### config.mk
export PLATFORM = sky130hd
export DESIGN_NAME = pipe_ctrl
export DESIGN_NICKNAME = d
export VERILOG_FILES = /design/src/rtl/pipe_ctrl.sv
export SDC_FILE = /design/constraint.sdc
export NUM_CORES = 1
export LEC_CHECK = 0
export ABC_CLOCK_PERIOD_IN_PS = 2300
export BUFFER_PORTS_ARGS = -buffer_cell sky130_fd_sc_hd__buf_2
export CAP_MARGIN = 20
export CORE_ASPECT_RATIO = 0.5
export CORE_MARGIN = 2
export CORE_UTILIZATION = 45
export CTS_BUF_LIST = sky130_fd_sc_hd__clkbuf_4 sky130_fd_sc_hd__clkbuf_8
export CTS_CLUSTER_SIZE = 12
export DETAILED_ROUTE_END_ITERATION = 12
export PLACE_DENSITY = 0.66
export SLEW_MARGIN = 5
export SYNTH_ARGS = -nofsm -noshare
export SYNTH_HDL_FRONTEND = slang
export SYNTH_SLANG_ARGS = --single-unit
### constraint.sdc
create_clock -name clk -period 2.3 [get_ports clk]
set_clock_uncertainty 0.15 [all_clocks]
set_input_delay 0 -clock clk [delete_from_list [all_inputs] [get_ports clk]]
set_output_delay 0 -clock clk [all_outputs]
set_load 0.03 [all_outputs]
### src/rtl/pipe_ctrl.sv
// pipe_ctrl: pipeline stall controller for a 6-stage in-order core.
// Arbitrates load-use (ID), multi-cycle execute (EX) and data-bus wait (MEM)
// hazards into a per-stage hold vector. It also tracks multi-cycle EX ops
// with a small FSM and raises a sticky flag when a bus wait runs too long.
// Optional build macro: PIPE_CTRL_STAT_EN adds per-source stall-cycle counters.
module pipe_ctrl #(
  parameter int MEM_TIMEOUT = 255
) (
  input  logic        clk,
  input  logic        rst,
  input  logic        stallreq_from_id,
  input  logic        ex_mc_start,
  input  logic [5:0]  ex_mc_cycles,
  input  logic        stallreq_from_mem,
  input  logic        flush,
  output logic [5:0]  stall,
  output logic        ex_mc_done,
  output logic        bus_timeout
`ifdef PIPE_CTRL_STAT_EN
  ,
  output logic [31:0] stat_id,
  output logic [31:0] stat_ex,
  output logic [31:0] stat_mem
`endif
);

  typedef enum logic [1:0] {IDLE, BUSY, DONE} state_t;

  localparam logic [7:0] TO_LIM   = 8'(MEM_TIMEOUT);
  localparam logic [5:0] STALL_MEM = 6'b011111;
  localparam logic [5:0] STALL_EX  = 6'b001111;
  localparam logic [5:0] STALL_ID  = 6'b000111;

  state_t     state;
  logic [5:0] cnt;
  logic       done_q;
  logic [7:0] mem_wait;
  logic [7:0] mem_wait_nxt;

  logic [5:0] n_eff;
  logic [5:0] ld_val;
  logic       accept;
  logic       ex_act;
  logic       mem_win;
  logic       ex_win;
  logic       id_win;

  // A zero cycle count still occupies EX for one cycle.
  assign n_eff  = (ex_mc_cycles == 6'd0) ? 6'd1 : ex_mc_cycles;
  assign ld_val = n_eff - 6'd1;

  // A start is taken only from IDLE, and never while the bus is waiting or on flush.
  assign accept = (state == IDLE) & ex_mc_start & ~stallreq_from_mem & ~flush;
  assign ex_act = (state == BUSY) | accept;

  // Priority mem > ex > id; flush and reset suppress every source.
  assign mem_win = rst & ~flush & stallreq_from_mem;
  assign ex_win  = rst & ~flush & ~stallreq_from_mem & ex_act;
  assign id_win  = rst & ~flush & ~stallreq_from_mem & ~ex_act & stallreq_from_id;

  // Hold vector: combinational so the pipeline registers act on it at the next edge.
  always_comb begin
    stall = 6'b000000;
    if (mem_win)     stall = STALL_MEM;
    else if (ex_win) stall = STALL_EX;
    else if (id_win) stall = STALL_ID;
  end

  // Done is registered with the DONE state but masked by a same-cycle flush.
  assign ex_mc_done = done_q & ~flush;

  // Multi-cycle EX tracker: load count on accept, count down while the bus is free.
  always_ff @(posedge clk or negedge rst) begin
    if (!rst) begin
      state  <= IDLE;
      cnt    <= 6'd0;
      done_q <= 1'b0;
    end else if (flush) begin
      state  <= IDLE;
      cnt    <= 6'd0;
      done_q <= 1'b0;
    end else begin
      case (state)
        IDLE: begin
          done_q <= 1'b0;
          if (accept) begin
            cnt <= ld_val;
            if (ld_val != 6'd0) begin
              state <= BUSY;
            end else begin
              state  <= DONE;
              done_q <= 1'b1;
            end
          end
        end
        BUSY: begin
          if (!stallreq_from_mem) begin
            if (cnt <= 6'd1) begin
              cnt    <= 6'd0;
              state  <= DONE;
              done_q <= 1'b1;
            end else begin
              cnt <= cnt - 6'd1;
            end
          end
        end
        DONE: begin
          state  <= IDLE;
          done_q <= 1'b0;
        end
        default: begin
          state  <= IDLE;
          cnt    <= 6'd0;
          done_q <= 1'b0;
        end
      endcase
    end
  end

  // Saturating length of the current bus-wait streak.
  always_comb begin
    mem_wait_nxt = 8'd0;
    if (stallreq_from_mem)
      mem_wait_nxt = (mem_wait == 8'hFF) ? 8'hFF : mem_wait + 8'd1;
  end

  // Wait counter and sticky timeout; the mem stall keeps being honored after timeout.
  always_ff @(posedge clk or negedge rst) begin
    if (!rst) begin
      mem_wait    <= 8'd0;
      bus_timeout <= 1'b0;
    end else begin
      mem_wait <= mem_wait_nxt;
      if (stallreq_from_mem && (mem_wait_nxt == TO_LIM))
        bus_timeout <= 1'b1;
    end
  end

`ifdef PIPE_CTRL_STAT_EN
  // Per-source stall-cycle counters, credited only to the winning source; wrap freely.
  always_ff @(posedge clk or negedge rst) begin
    if (!rst) begin
      stat_id  <= 32'd0;
      stat_ex  <= 32'd0;
      stat_mem <= 32'd0;
    end else begin
      if (id_win)  stat_id  <= stat_id  + 32'd1;
      if (ex_win)  stat_ex  <= stat_ex  + 32'd1;
      if (mem_win) stat_mem <= stat_mem + 32'd1;
    end
  end
`endif

endmodule

==> flow_metrics.env, run 1 <==
export IMPL_gp_congestion=0.823
export IMPL_critPathLaunchType="flip-flop"
export IMPL_hold_violations=0
export IMPL_synth_compound_area_share_pct=26.0
export IMPL_core_um2=2570
export IMPL_crit_family="simple AND/OR/NAND/NOR gates"
export IMPL_ys_types=47
export IMPL_fp_dieW_um=77.0
export IMPL_boundaryPins=20
export IMPL_cts_tree="done"
export IMPL_critPathKind="flip-flop to flip-flop"
export IMPL_drtPass1Iterations=4
export IMPL_synth_edff_count=0
export IMPL_grt_first_pass_wirelength_um=4110
export IMPL_wirelength_um=2520
export IMPL_fillers=242
export IMPL_ys_ff_latch=18
export IMPL_yosys_warnings=0
export IMPL_portBuffers=18
export IMPL_synth_top_family_by_area="compound AO/OA/AOI/OAI gates"
export IMPL_tns_ns=0
export IMPL_final_setup_viol_count=0
export IMPL_synth_seq_area_share_pct=37.6
export IMPL_report_final_slew_viol_count=0
export IMPL_syn2layout_area_growth_pct=14.9
export IMPL_path_buf_inv=0
export IMPL_hold_path_class="input port to flip-flop"
export IMPL_overflow=0
export IMPL_synth_ff_type="dfrtp_1"
export IMPL_antenna_found_initial=0
export IMPL_synth_mux_area_share_pct=1.67
export IMPL_grt_pass1_vias=900
export IMPL_postSynthAreaPerCell_um2=9.15
export IMPL_period_minus_slack_ns=1.97
export IMPL_drv_cap=0
export IMPL_timing_fmax_mhz=507
export IMPL_timing_final_crit_share_pct=85.7
export IMPL_synthCells=131
export IMPL_routed_via_density=5.69
export IMPL_critical_path_cell_chain="or3_1 > or4_1 > o22ai_1 > a22o_2"
export IMPL_final_nets=166
export IMPL_die_h_um=40.5
export IMPL_power_density_nw_per_um2=540
export IMPL_slowest_stage="or3_1"
export IMPL_drt_iter0_drc=69
export IMPL_crit_fanout=6
export IMPL_peakVddDrop_v=0.000216
export IMPL_arrival_ns=2.02
export IMPL_path_clk_slew_ns=0.07
export IMPL_gr_usage_all_layers_pct=17.6
export IMPL_dp_hpwl_um=1820
export IMPL_yosys_area_share_simple_pct=21.8
export IMPL_dp_cells=180
export IMPL_antenna_left=0
export IMPL_clock_latency_ns=0.25
export IMPL_cts_root_buf="clkbuf_8"
export IMPL_row_count=13
export IMPL_drive_gt1_share_pct=22.1
export IMPL_syn_num_nets=146
export IMPL_synthAdderAreaFrac_pct=3.13
export IMPL_cts_sinks=18
export IMPL_slowest_delay_ns=0.51
export IMPL_drc=0
export IMPL_end_kind="flip-flop"
export IMPL_p_leak_nw=0.606
export IMPL_finalWorstSetupSlack_ns=0.328
export IMPL_n_antenna_cell=0
export IMPL_layout_common_cells="18 x dfrtp_1, 18 x buf_2, 11 x a21oi_1"
export IMPL_dieArea_um2=3120
export IMPL_start_util_pct=46.6
export IMPL_outcome="finished, final reports clean"
export IMPL_synth_area_um2=1200
export IMPL_rsz0062_at_grt="no"
export IMPL_pre_cts_slack_ns=0.377
export IMPL_grt_max_degree=20
export IMPL_wl_per_cell_um=13.5
export IMPL_cts_buffer_depth=2
export IMPL_instances_no_fill=186
export IMPL_async_flop_share_pct=100
export IMPL_htreeDepth=1
export IMPL_vias=1058
export IMPL_cts_buffers=3
export IMPL_synth_xor_area_share_pct=3.65
export IMPL_cp_data_required_time_ns=2.35
-- report_power, final --
group          switching, W  internal [W]
clock network      0.000106      0.000116
logic              0.000104     0.0000706
registers         0.0000166      0.000331
-- tightest hold or removal path, cell delays in order --
cell and delay, ns:
buf_2 0.12, nor3_1 0.10, nand3_1 0.09, a211oi_1 0.07
-- routing by layer --
layer | up-vias | share of wire, % | routed length, µm | global-route usage (%)
met3 | 2 | 3.8 | 96 | 4.73
met1 | 505 | 50 | 1260 | 22.6
met5 | - | 0 | 0 | 0
li1 | 530 | - | - | -
met4 | 0 | 1.1 | 27 | 5.80
met2 | 21 | 45 | 1130 | 30.0
-- cell families after synthesis --
kind of cell	count (synthesis)
AOI/OAI and AO/OA	43
other	1
adders and majority gates	3
muxes	2
xor gates and xnor gates	5
buffers and inverters	14
and+or+nand+nor	45
DFF	18
-- timing repair --
item / CTS / global route
gates resized for setup: 0 / 0
hold buffers: 3 / 0
buffers inserted: 0 / 0
endpoints found under the hold margin: 22 / 0
-- state kept, by name, summed over array words and instances, names as in the netlist --
register     flops
mem_wait         8
bus_timeout      1
state            2
cnt              6
done_q           1
-- layout make-up --
cell class                      count  area (µm²)  share of cell area [%]
Multi-Input combinational cell     99         678                    49.2
Tap cell                           37        46.3                    3.36
Inverter                            5        18.8                    1.36
Timing Repair Buffer               24         143                    10.4
Sequential cell                    18         450                    32.7
Clock buffer                        3        41.3                    3.00
-- synthesized netlist by cell type, types with 2 or more instances --
master | count | share of area, %
dfrtp_1 | 18 | 38
a21oi_1 | 11 | 4.6
nor2_1 | 7 | 2.2
nor3_1 | 7 | 2.9
inv_1 | 5 | 1.6
a31oi_1 | 4 | 2.1
buf_4 | 4 | 2.5
nand2_1 | 4 | 1.3
o22ai_1 | 4 | 2.1
o32ai_1 | 4 | 2.9
a211oi_1 | 3 | 1.9
a22o_1 | 3 | 2.2
clkbuf_1 | 3 | 0.94
ha_1 | 3 | 3.1
nand2b_1 | 3 | 1.6
nand3_1 | 3 | 1.3
nor2b_1 | 3 | 1.6
or3_1 | 3 | 1.6
xnor2_1 | 3 | 2.2
a22o_2 | 2 | 1.7
and3_1 | 2 | 1.0
buf_2 | 2 | 0.84
mux2i_1 | 2 | 1.7
o21ai_0 | 2 | 0.84
or2_2 | 2 | 1.0
or4_1 | 2 | 1.3
xor2_1 | 2 | 1.5
-- final timing paths --
kind	endpoint	slack, ns	start	depth (start not counted)
setup / recovery	cnt[5]	0.33	cnt[2]	4
min in group asynchronous	mem_wait[1]	0.06	rst	2
setup reg to reg	cnt[5]	0.33	cnt[2]	4
hold / removal	state[1]	0.01	ex_mc_cycles[2]	4
max in group asynchronous	cnt[3]	1.65	rst	2
hold reg to reg	bus_timeout	0.31	bus_timeout	1
-- stage by stage --
stage | cell area (µm²) | hold WS, ns | util [%] | total power, W
after floorplan | 1200 | -0.446 | - | 0.000475
after global routing | 1380 | 0.0359 | 53.6 | 0.000781
after CTS | 1380 | 0.00780 | 53.6 | 0.000749
final | 1380 | 0.0143 | 53.6 | 0.000744
after global placement | 1310 | -0.187 | 50.8 | 0.000521
after detailed placement | 1310 | -0.184 | 50.8 | 0.000522
No activity file was read; power rests on OpenSTA's default activity.
==> inputs of run 2 (changes only) <==
- ABC_CLOCK_PERIOD_IN_PS: 2300 -> 1900
- clock period: 2.3 -> 1.9 ns (I/O delays scaled with it)
==> run 2 against run 1 <==
Register-to-register slack worse by 0.23 ns. Worst hold slack better by 0.0061 ns. Clock-buffer cell count up 1. Worst setup slack worse by 0.23 ns. Die area unchanged. Flip-flop and latch count unchanged. Highest routed layer unchanged. Via count up 3.7%. Final area up 7.6%. Sequential share of layout area down 2.3 points. Routed wire length up 11%. Utilization up 4.1 points. Non-clock buffer count up 9.
==> flow_metrics.env, run 2 (same netlist as run 1, synthesis figures left out) <==
export IMPL_outcome="finished, final reports clean"
export IMPL_n_antenna_cell=0
export IMPL_rr_endpoint="cnt[5]"
export IMPL_peakVddDrop_v=0.000321
export IMPL_hold_end="cnt[0]"
export IMPL_routed_via_density=5.60
export IMPL_pwr_share_clk_pct=33.0
export IMPL_largest_register_ffs=8
export IMPL_final_nets=175
export IMPL_swShare_pct=29.8
export IMPL_r2r_cells=4
export IMPL_drv_cap=0
export IMPL_path_buf_inv=0
export IMPL_wl_per_cell_um=14.3
export IMPL_crit_fanout=6
export IMPL_layout_common_cells="18 x dfrtp_1, 18 x buf_2, 12 x buf_4"
export IMPL_overflow=0
export IMPL_path_clk_slew_ns=0.08
export IMPL_critical_path_cell_chain="or3_4 > or4_1 > o22ai_1 > a22o_2"
export IMPL_critPathLaunchType="flip-flop"
export IMPL_period_minus_slack_ns=1.80
export IMPL_r2r_start="cnt[2]"
export IMPL_report_final_slew_viol_count=0
export IMPL_dp_hpwl_um=2040
export IMPL_die_h_um=40.5
export IMPL_slowest_stage="or3_4"
export IMPL_wirelength_um=2800
export IMPL_hold_violations=0
export IMPL_row_count=13
export IMPL_drc=0
export IMPL_hold_path_class="input port to flip-flop"
export IMPL_combPwrFrac_pct=24.8
export IMPL_grt_use_met3_pct=4.95
export IMPL_cts_root_buf="clkbuf_8"
export IMPL_timing_final_crit_share_pct=94.8
export IMPL_rsz0062_at_grt="no"
export IMPL_drive_gt1_share_pct=28.9
export IMPL_rrSetupSlack_ns=0.1
export IMPL_totalPowerFinal_w=0.000987
export IMPL_vias=1097
export IMPL_syn2layout_area_growth_pct=23.7
export IMPL_gr_usage_met2_pct=36.4
export IMPL_cts_sinks=18
export IMPL_htreeDepth=1
export IMPL_gr_usage_all_layers_pct=19.7
export IMPL_end_kind="flip-flop"
export IMPL_arrival_ns=1.86
export IMPL_tns_ns=0
export IMPL_cp_data_required_time_ns=1.96
export IMPL_cts_tree="done"
export IMPL_met1_usage_pct=23.7
export IMPL_fillers=262
export IMPL_antenna_found_initial=0
export IMPL_core_um2=2570
export IMPL_grt_max_degree=19
export IMPL_grt_pass1_vias=1008
export IMPL_cts_buffer_depth=2
export IMPL_internal_power_w=0.000693
export IMPL_drtPass1Iterations=4
export IMPL_fp_dieW_um=77.0
export IMPL_gp_congestion=0.826
export IMPL_drt_iter0_drc=20
export IMPL_whs_path_depth=3
export IMPL_start_util_pct=46.6
export IMPL_top_register="mem_wait"
export IMPL_slowest_delay_ns=0.43
export IMPL_crit_family="simple AND/OR/NAND/NOR gates"
export IMPL_cts_buffers=3
export IMPL_startpoint="cnt[2]"
export IMPL_largest_registers="mem_wait (8), cnt (6), state (2)"
export IMPL_final_setup_viol_count=0
export IMPL_p_leak_nw=0.662
export IMPL_p_switching_w=0.000294
export IMPL_seqPwrFrac_pct=42.2
export IMPL_antenna_left=0
export IMPL_timing_fmax_mhz=555
export IMPL_grt_first_pass_wirelength_um=4590
export IMPL_boundaryPins=20
export IMPL_critPathKind="flip-flop to flip-flop"
export IMPL_hp_start="ex_mc_cycles[0]"
export IMPL_dieArea_um2=3120
export IMPL_portBuffers=18
export IMPL_clock_latency_ns=0.26
export IMPL_postCtsSetupBuffers=0
export IMPL_busiest_layer="met2"
export IMPL_power_density_nw_per_um2=666
## run 2: changes by cell type in the layout (fill, tap and decap cells not counted), sizes merged
cell,change
buf,+9
clkbuf,+1
## run 2: layout make-up
cell class	instances	area (µm²)	area share [%]
clock buffers	4	55.1	3.71
well taps	37	46.3	3.12
multi-input cells	99	702	47.3
inverters	5	18.8	1.27
flip-flops and latches	18	450	30.4
repair buffers	33	210	14.2
## run 2: layer usage
metal / share of wire, % / vias up
met5: 0 / -
met4: 1.3 / 0
met3: 3.1 / 4
met2: 48 / 19
met1: 47 / 524
li1: - / 550
## run 2: through the flow
step / hold slack (ns) / utilization, % / setup WS [ns] / instances / area [µm²]
after global routing: 0.0565 / 57.7 / 0.0157 / 196 / 1480
after global placement: -0.142 / 53.5 / 0.104 / 189 / 1370
after floorplan: -0.446 / - / 0.0950 / 131 / 1200
final: 0.0204 / 57.7 / 0.0982 / 196 / 1480
after CTS: 0.0220 / 56.8 / 0.0275 / 196 / 1460
after detailed placement: -0.129 / 53.5 / 0.0408 / 189 / 1370
## run 2: power by group through the flow
stage | sequential, W | combinational [W] | clock [W]
after floorplan | 0.000421 | 0.000154 | 0
after global placement | 0.000421 | 0.000227 | 0
after detailed placement | 0.000421 | 0.000230 | 0
after CTS | 0.000414 | 0.000237 | 0.000331
after global routing | 0.000419 | 0.000272 | 0.000341
final | 0.000416 | 0.000245 | 0.000326
## run 2: how the worst max path moves through the flow
stage,end,cells after the start
detailed placement,cnt[5],4
finish,cnt[5],4
global placement,cnt[5],5
floorplan,cnt[5],5
global route,cnt[5],4
CTS,cnt[5],4
## run 2: timing repair
action                                  in CTS  in global routing
hold buffers                                 3                  0
endpoints found under the hold margin       22                  0
gates resized for setup                      0                  4
endpoints found under the setup margin       0                  5
## run 2: worst reg2reg max path, cell delays in order, from the launching register on
cell     delay [ns]
dfrtp_1        0.39
or3_4          0.43
or4_1          0.41
o22ai_1        0.21
a22o_2         0.17
